## config.mk

```make
export PLATFORM = sky130hd
export DESIGN_NAME = mac_sequencer
export DESIGN_NICKNAME = d
export VERILOG_FILES = /design/src/rtl/mac_pkg.sv /design/src/rtl/mac_job_counter.sv /design/src/rtl/mac_sequencer.sv
export SDC_FILE = /design/constraint.sdc
export NUM_CORES = 1
export LEC_CHECK = 0
export ABC_AREA = 1
export CORE_ASPECT_RATIO = 2
export CORE_UTILIZATION = 35
export DETAILED_ROUTE_END_ITERATION = 10
export PLACE_DENSITY = 0.77
export SYNTH_ARGS = -nofsm -noshare
export SYNTH_HDL_FRONTEND = slang
export SYNTH_SLANG_ARGS = --single-unit
```

## constraint.sdc

```tcl
create_clock -name clk -period 4.3 [get_ports clk]
set_input_delay 1.29 -clock clk [delete_from_list [all_inputs] [get_ports clk]]
set_output_delay 1.29 -clock clk [all_outputs]
set_load 0.01 [all_outputs]
```

## src/rtl/mac_pkg.sv

```systemverilog
// rtl/mac_pkg.sv - shared types and default widths for the MAC job sequencer
package mac_pkg;

    localparam int DATA_WIDTH_C = 16;
    localparam int ACC_WIDTH_C  = 40;
    localparam int LEN_WIDTH_C  = 8;

    typedef enum logic [2:0] {
        ST_IDLE,
        ST_CLEAR,
        ST_FETCH,
        ST_START,
        ST_WAIT,
        ST_ACC,
        ST_DONE
    } seq_state_e;

endpackage

```

## src/rtl/mac_job_counter.sv

```systemverilog
// rtl/mac_job_counter.sv - remaining-element down-counter with load, decrement and zero/one flags
module mac_job_counter #(
    parameter int WIDTH = 8
) (
    input  logic             clk,
    input  logic             rst_n,
    input  logic             load,
    input  logic [WIDTH-1:0] load_val,
    input  logic             dec,
    output logic [WIDTH-1:0] count,
    output logic             zero,
    output logic             one
);

    localparam logic [WIDTH-1:0] ONE_C = {{(WIDTH-1){1'b0}}, 1'b1};

    always_ff @(posedge clk or negedge rst_n) begin
        if (!rst_n) begin
            count <= '0;
        end else if (load) begin
            count <= load_val;
        end else if (dec && !zero) begin
            count <= count - ONE_C;
        end
    end

    assign zero = (count == '0);
    assign one  = (count == ONE_C);

endmodule

```

## src/rtl/mac_sequencer.sv

```systemverilog
// rtl/mac_sequencer.sv - dot-product job controller driving booth_multiplier and accumulator_unit
// Optional build macro ZERO_SKIP_EN: pairs with a zero operand bypass the multiplier.
module mac_sequencer
    import mac_pkg::*;
#(
    parameter int DATA_WIDTH = DATA_WIDTH_C,
    parameter int ACC_WIDTH  = ACC_WIDTH_C,
    parameter int LEN_WIDTH  = LEN_WIDTH_C
) (
    input  logic                  clk,
    input  logic                  rst_n,
    input  logic                  job_start,
    input  logic [LEN_WIDTH-1:0]  cfg_len,
    input  logic                  op_valid,
    output logic                  op_ready,
    input  logic [DATA_WIDTH-1:0] op_a,
    input  logic [DATA_WIDTH-1:0] op_b,
    output logic                  mul_start,
    output logic [DATA_WIDTH-1:0] mul_m,
    output logic [DATA_WIDTH-1:0] mul_q,
    input  logic                  mul_ready,
    output logic                  acc_clr,
    output logic                  acc_en,
    input  logic [ACC_WIDTH-1:0]  acc_value,
    output logic                  res_valid,
    input  logic                  res_ready,
    output logic [ACC_WIDTH-1:0]  res_data,
    output logic                  busy
);

    seq_state_e           state;
    seq_state_e           state_next;
    logic                 armed;
    logic                 accept;
    logic                 skip_pair;
    logic                 cnt_load;
    logic                 cnt_dec;
    logic                 cnt_zero;
    logic                 cnt_one;
    logic [LEN_WIDTH-1:0] elem_cnt;

    assign accept = op_valid && op_ready;

`ifdef ZERO_SKIP_EN
    assign skip_pair = (op_a == '0) || (op_b == '0);
`else
    assign skip_pair = 1'b0;
`endif

    mac_job_counter #(
        .WIDTH (LEN_WIDTH)
    ) u_job_counter (
        .clk      (clk),
        .rst_n    (rst_n),
        .load     (cnt_load),
        .load_val (cfg_len),
        .dec      (cnt_dec),
        .count    (elem_cnt),
        .zero     (cnt_zero),
        .one      (cnt_one)
    );

    always_ff @(posedge clk or negedge rst_n) begin
        if (!rst_n) begin
            state <= ST_IDLE;
        end else begin
            state <= state_next;
        end
    end

    always_comb begin
        state_next = state;
        unique case (state)
            ST_IDLE:  if (job_start) state_next = ST_CLEAR;
            ST_CLEAR: state_next = cnt_zero ? ST_DONE : ST_FETCH;
            ST_FETCH: begin
                if (accept) begin
                    if (skip_pair) state_next = cnt_one ? ST_DONE : ST_FETCH;
                    else           state_next = ST_START;
                end
            end
            ST_START: state_next = ST_WAIT;
            // A ready that never dropped after START belongs to a previous operation.
            ST_WAIT:  if (armed && mul_ready) state_next = ST_ACC;
            ST_ACC:   state_next = cnt_one ? ST_DONE : ST_FETCH;
            ST_DONE:  if (res_ready) state_next = ST_IDLE;
            default:  state_next = ST_IDLE;
        endcase
    end

    always_comb begin
        op_ready  = (state == ST_FETCH);
        mul_start = (state == ST_START);
        acc_clr   = (state == ST_CLEAR);
        acc_en    = (state == ST_ACC);
        res_valid = (state == ST_DONE);
        busy      = (state != ST_IDLE);
        res_data  = (state == ST_DONE) ? acc_value : '0;
        cnt_load  = (state == ST_IDLE) && job_start;
        cnt_dec   = (state == ST_ACC) || ((state == ST_FETCH) && accept && skip_pair);
    end

    always_ff @(posedge clk or negedge rst_n) begin
        if (!rst_n) begin
            armed <= 1'b0;
        end else if (state == ST_START) begin
            armed <= 1'b0;
        end else if ((state == ST_WAIT) && !mul_ready) begin
            armed <= 1'b1;
        end
    end

    always_ff @(posedge clk or negedge rst_n) begin
        if (!rst_n) begin
            mul_m <= '0;
            mul_q <= '0;
        end else if ((state == ST_FETCH) && accept) begin
            mul_m <= op_a;
            mul_q <= op_b;
        end
    end

endmodule

```

; Word-level counts from Yosys, hierarchy flattened
; Index checks and enable logic that the tools add are counted.
; Widths: inputs -> output; s select.
[op_classes]
n_addsub = 1
n_eq_ne = 11
n_mux = 12
n_reduce_logical = 14
[ops]
columns = cell, count
row1 = $mux 40, 1
row2 = $pmux 3 s7, 1
row3 = $mux 3, 6
row4 = $mux 8, 2
row5 = $eq 3x3->1 const B, 3
row6 = $eq 8x1->1 const B, 1
row7 = $logic_not 8->1, 1
row8 = $sub 8x1->8 const B, 1
row9 = $eq 3x2->1 const B, 2
row10 = $logic_and 1x1->1, 6
row11 = $ne 2x1->1 const B, 2
row12 = $ne 2x2->1 const B, 2
row13 = $reduce_and 4->1, 1
row14 = $reduce_bool 2->1, 2
row15 = $eq 3x1->1 const B, 1
row16 = $logic_not 3->1, 1
row17 = $reduce_bool 3->1, 1
row18 = $logic_not 1->1, 2
row19 = $mux 1, 2
[word_totals]
register_bits = 44
in_bits = 86
word_cells = 43

; Longest topological paths before layout
; Gate-level depths: netlist of the first run.
[depth]
word_depth = 5
depth_mapped = 10

; By module
; Synthesis of the first run repeated with hierarchy kept, for this count alone.
[unflattened]
hier_cells = 352
area_unflattened_um2 = 2582.5
[by_module_without_submodules]
columns = module, n_inst, cells_each, area_each_um2
row1 = mac_sequencer, 1, 273, 1979.4
row2 = mac_job_counter, 1, 79, 603.1

; Worst setup path after synthesis of the first run
; Ideal clock, no wire load.
[synth_path]
path_type = input-to-output
from = in acc_value[0]
to = out res_data[0]
arrival_ps = 1481
slack_ps = 1529
stages = 2
path_cell_list = inv_1 -> nor2_1
[synth_via]
elab_chain_len = 1
[synth_rtl]
columns = element, line_no
row1 = from (decl), mac_sequencer.sv:24  ; input logic [ACC_WIDTH-1:0] acc_value,
row2 = $mux 40, mac_sequencer.sv:98  ; res_data = (state == ST_DONE) ? acc_value : '0;
row3 = to (decl), mac_sequencer.sv:27  ; output logic [ACC_WIDTH-1:0] res_data,
; Every way passes these cells.

; Worst setup path after layout of the first run
[layout_path]
from = in acc_value[17]
to = out res_data[17]
; The elaborated chain is that of the path after synthesis.

==> results.toml, run 1 <==
[outcome]
status = "complete, no violations"

[placement]
io_buffers = 163
dp_slack_ns = 0.5295
routabilityCongestion = 0.8608
hpwl_um = 5685
dp_cells = 621
place_area_mm2 = 0.004223

[clock_tree]
cts_setup_buffers = 0
clkLatencyLatePin_ns = 0.29
cts_resized = 0
clk_pin_slew_ns = 0.07
cts_max_level = 2
root_buffer = "clkbuf_16"
cts_sinks = 44
cts_buffer_depth = 2
tritoncts = "done"
cts_hold_buf = 0
cts_made_buffers = 5

[route]
ant_nets = 0
dr.first_iter.drc_count = 76
drc_errors = 0
routed_wl_um = 7227
vias_per_cell = 4.520
wire_per_inst_um = 11.49
vias = 2843
dr.pass1.iters = 4

[worst_setup_path]
required_ns = 3.01
worstSetupPathType = "in -> out"
cp.arrival_ns = 2.46
path_cells = "clkdlybuf4s50_1 -> inv_1 -> nor2_1 -> clkdlybuf4s50_1"
cp_common_cell = "clkdlybuf4s50_1"
start_kind = "input port"
slowest_stage = "clkdlybuf4s50_1"
path_buf_inv = 3
cpPeakStageDelay_ns = 0.55
crit_fanout = 1
endpoint_kind = "primary output"
cp_top_family = "buffers and inverters"

[power_and_ir_drop]
seq_power_share_pct = 30.4
p_comb_share_pct = 51.4
ir_drop_mv = 0.4095
pwr-share-clk_pct = 18.1
p_leak_uw = 0.002244
switching_share_pct = 38.62
p_per_area_mw_per_mm2 = 549.2
intPower_uw = 1481
p_switching_uw = 932.0

[global_route]
grt_max_degree = 45
grt_pass1_wl_um = 12070
grt_antenna_before_repair = 0
grt_usage_pct = 19.72
grt_pass1_vias = 2635
grt_remaining_overflow = 0

[floorplan]
ios = 164
dieArea_mm2 = 0.007783
rows = 44
initial_utilization_pct = 35.98
coreArea_mm2 = 0.007212
die_w_um = 62.89
die_h_um = 123.8

[layout]
final_area_mm2 = 0.004394
final_cells = 629
antenna_cells = 0
syn_to_final_growth_pct = 69.33
drive_above_1_share_pct = 5.773
nFillCells = 641
layout.nets = 625

[flow_run]
maxCapViolCount = 0

[timing]
rsz0062_at_grt = "false"
fmax_mhz = 266.8
slew_headroom_pct = 35.40
hold_violations = 0
fin_crit_ns = 3.749
fin_setup_tns_ns = 0
drv_slew = 0
tightest_slew_ns = 0.9689
clock_skew_ns = 0.006102
period_share_pct = 87.18
finalSetupViolations = 0
worst_slack_ns = 0.5513

[yosys]
synth_cell_type_count = 21
syn_inst = 379
synth_area_per_cell_um2 = 6.847
synthesis.yosys.warnings = 0
synth_area_leaders = "dfrtp_1, nand2_1, nand3_1, inv_1, nor2_1"
synth_top_area_cell = "dfrtp_1"
ys_seq_area_share_pct = 42.43
synth.cell_area_mm2 = 0.002595
synth_nets = 468
ys_ff_latch = 44
synth_top_cell_area_share_pct = 42.43

[hold_path]
hp-class = "reg -> reg"
-- state kept, by name (all words and copies together), names as in the netlist --
register	count
mul_m	16
mul_q	16
u_job_counter.count	8
state	3
armed	1
-- cell families after synthesis --
| logic type | Yosys count | share of synthesized area (%) |
|---|---|---|
| simple gates | 241 | 39.01 |
| buf+inv | 82 | 14.85 |
| flops | 44 | 42.43 |
| fa+ha+maj | 3 | 1.447 |
| compound gates | 9 | 2.266 |
-- stage by stage --
stage	utilization, %	hold slack (ns)	total power, uW
2_1_floorplan	-	0.4520	1436
3_3_place_gp	58.55	0.4536	1962
3_5_place_dp	58.55	0.4621	1992
4_1_cts	60.93	0.4790	2447
5_1_grt	60.93	0.4951	2623
6_report	60.93	0.4718	2413
-- power by group through the flow --
stage | Clock, uW | Sequential [uW] | Combinational, uW
after floorplan | 0 | 781 | 655
after global placement | 0 | 732 | 1230
after detailed placement | 0 | 737 | 1260
after CTS | 452 | 736 | 1260
after global routing | 466 | 761 | 1400
final | 438 | 734 | 1240
-- layout by cell type (no fill, tap or decap) --
cell type	synthesis	routed
clkdlybuf4s50_1	0	162
ha_1	3	3
buf_2	4	1
nand3b_1	2	2
nand2_4	1	1
o21ai_2	3	3
nand2_2	4	4
inv_2	6	6
clkinv_2	1	1
bufinv_16	0	1
o21ai_1	2	2
nor3_1	1	1
nand3_1	48	48
nand2_1	123	123
o31ai_1	1	1
inv_1	59	59
clkinvlp_4	0	1
o21ai_0	3	3
nor2_2	3	3
dfrtp_1	44	44
clkbuf_16	0	5
nor2_1	58	58
buf_4	5	3
inv_6	0	1
nand3_4	1	1
-- routing by layer --
metal	GRT usage, %	part of all wire, %	up-vias
met1	20.16	36	1253
met4	9.302	2.2	0
met5	0	0	-
met2	36.36	53	138
met3	5.495	8.7	12
li1	-	-	1440
-- cell type report --
type                            instances  area (um^2)  area share [%]
Sequential cell                        44         1101           25.06
Clock buffer                            5        125.1           2.847
Tap cell                               92        115.1           2.620
Inverter                               66        249.0           5.666
Multi-Input combinational cell        253         1109           25.23
Clock inverter                          3        46.29           1.054
Timing Repair Buffer                  166         1649           37.53
-- synth_stat cells --
master and instances:
dfrtp_1 44, inv_1 59, nor2_1 58, nand2_1 123, buf_4 5, o21ai_2 3
nand3_1 48, nand3b_1 2, inv_2 6, nand2_2 4, buf_6 7, nand2_4 1
o31ai_1 1, buf_2 4, ha_1 3, nor3_1 1, nor2_2 3, clkinv_2 1
o21ai_0 3, o21ai_1 2, nand3_4 1
-- tightest hold or removal path, cell delays in order (launching register included) --
cell and delay [ns]:
dfrtp_1 0.35, nand2_1 0.05, nand2_1 0.04
-- path summary, 6_finish.rpt --
kind	cells after the start	end	from	slack (ns)
hold reg to reg	2	mul_m[11]	mul_m[11]	0.47
hold / removal	2	mul_m[11]	mul_m[11]	0.47
min in group asynchronous	1	mul_m[7]	rst_n	1.15
max in group asynchronous	1	mul_q[12]	rst_n	2.54
setup / recovery	4	res_data[17]	acc_value[17]	0.55
setup reg to reg	7	mul_q[9]	state[2]	2.58
(Power assumes the default switching activity.)
==> run 2: changes to the inputs <==
- SLEW_MARGIN: not set -> 30
==> run 2 against run 1 <==
Compared with the run above:
- first-iteration DRC count up 9.2%
- global-route usage down 0.43 points
- design area up 0.23%
- final cell count up 0.16%
- via count down 0.63%
- register-to-register slack about the same
- wire length up 1.4%
- count of clock-buffer cells in the layout up 1
- clock power down 10%
- utilization up 0.14 points
- sequential share of layout area down 0.057 points
- largest power group unchanged
==> results.toml, run 2 (synthesized netlist as in run 1, its figures left out) <==
[worst_setup_path]
r2r_end = "mul_q[9]"
path_cells = "clkdlybuf4s50_1 -> inv_1 -> nor2_1 -> clkdlybuf4s50_1"
cpPeakStageDelay_ns = 0.55
crit_fanout = 1
required_ns = 3.01
r2r_start = "state[2]"
worstSetupPathType = "in -> out"
endpoint_kind = "primary output"
reg2regPathDepth = 7
start_kind = "input port"
cp.arrival_ns = 2.47
slowest_stage = "clkdlybuf4s50_1"
cp_common_cell = "clkdlybuf4s50_1"
r2r_slack_ns = 2.58

[route]
vias = 2825
dr.first_iter.drc_count = 83
dr.pass1.iters = 4
drc_errors = 0
ant_nets = 0
vias_per_cell = 4.484
wire_per_inst_um = 11.63
routed_wl_um = 7325

[floorplan]
die_w_um = 62.89
die_h_um = 123.8
rows = 44
coreArea_mm2 = 0.007212
ios = 164
initial_utilization_pct = 35.98
dieArea_mm2 = 0.007783

[layout]
antenna_cells = 0
layout.nets = 626
mostFrequentLayoutCells = "clkdlybuf4s50_1, nand2_1, inv_1, nor2_1, nand3_1"
final_common_cell = "clkdlybuf4s50_1"
nFillCells = 652
final_cells = 630
drive_above_1_share_pct = 5.948
reg_top3 = "mul_m (16), mul_q (16), u_job_counter.count (8)"
syn_to_final_growth_pct = 69.72

[timing]
slew_headroom_pct = 59.30
fmax_mhz = 265.8
finalSetupViolations = 0
hold_violations = 0
rsz0062_at_grt = "false"
fin_setup_tns_ns = 0
clock_skew_ns = 0.008192
period_share_pct = 87.48
drv_slew = 0
tightest_slew_ns = 0.6087
fin_crit_ns = 3.762

[placement]
dp_cells = 622
io_buffers = 163
hpwl_um = 5802
routabilityCongestion = 0.8608

[hold_path]
whs_path_depth = 2
hold_end = "mul_q[4]"
hp-class = "reg -> reg"
hold_start = "mul_q[4]"

[clock_tree]
clkLatencyLatePin_ns = 0.29
cts_setup_buffers = 0
cts_buffer_depth = 2
clk_pin_slew_ns = 0.06
cts_max_level = 2
cts_made_buffers = 5
cts_resized = 0
cts_hold_buf = 0
cts_sinks = 44
root_buffer = "clkbuf_16"
tritoncts = "done"

[global_route]
grt_usage_pct = 19.29
grt_pass1_vias = 2549
grt_remaining_overflow = 0
grt_pass1_wl_um = 11820
grt_antenna_before_repair = 0
grt_max_degree = 41

[flow_run]
maxCapViolCount = 0

[power_and_ir_drop]
p_leak_uw = 0.002245
p_per_area_mw_per_mm2 = 540.2
ir_drop_mv = 0.3914

[outcome]
status = "complete, no violations"
==> run 2: power by group <==
group,switching [uW],internal (uW)
logic,644,606
clock network,163,231
registers,133,603
==> run 2: cell type report <==
class / count / area (um^2) / area share [%]
timing repair buffer: 167 / 1677 / 38.07
multi-input combinational: 253 / 1109 / 25.17
sequential: 44 / 1101 / 25.00
inverter: 66 / 249.0 / 5.653
clock buffer: 6 / 138.9 / 3.153
tap: 92 / 115.1 / 2.614
clock inverter: 2 / 15.01 / 0.3409
==> run 2: critical path: cells and delay by family <==
kind                   cells  cell delay [ns]
and+or+nand+nor            1             0.13
buffers and inverters      3             1.04
==> run 2: how the worst max path moves through the flow <==
| stage | start | endpoint | slack, ns | cells after the start |
|---|---|---|---|---|
| final | acc_value[17] | res_data[17] | 0.54 | 4 |
| after global routing | acc_value[33] | res_data[33] | 0.50 | 4 |
| after CTS | acc_value[17] | res_data[17] | 0.53 | 4 |
| after detailed placement | acc_value[17] | res_data[17] | 0.54 | 4 |
| after global placement | acc_value[17] | res_data[17] | 0.50 | 4 |
| after floorplan | acc_value[0] | res_data[0] | 1.53 | 2 |
==> run 2: per-layer routing <==
layer | up-vias | global-route usage (%) | share of wire (%) | wire (um)
li1 | 1436 | - | - | -
met1 | 1257 | 19.64 | 37 | 2681
met2 | 123 | 36.42 | 53 | 3903
met3 | 9 | 5.128 | 8.3 | 609
met4 | 0 | 7.849 | 1.8 | 131
met5 | - | 0 | 0 | 0
==> run 2: stage by stage <==
stage	area, um^2	util [%]	hold slack [ns]	total power, uW	setup slack [ns]
floorplan	2595	-	0.4520	1436	1.529
global placement	4223	58.55	0.4536	1962	0.5030
detailed placement	4250	58.93	0.4624	1996	0.5379
CTS	4404	61.07	0.4786	2404	0.5306
global route	4404	61.07	0.4918	2576	0.4991
finish	4404	61.07	0.4768	2379	0.5381
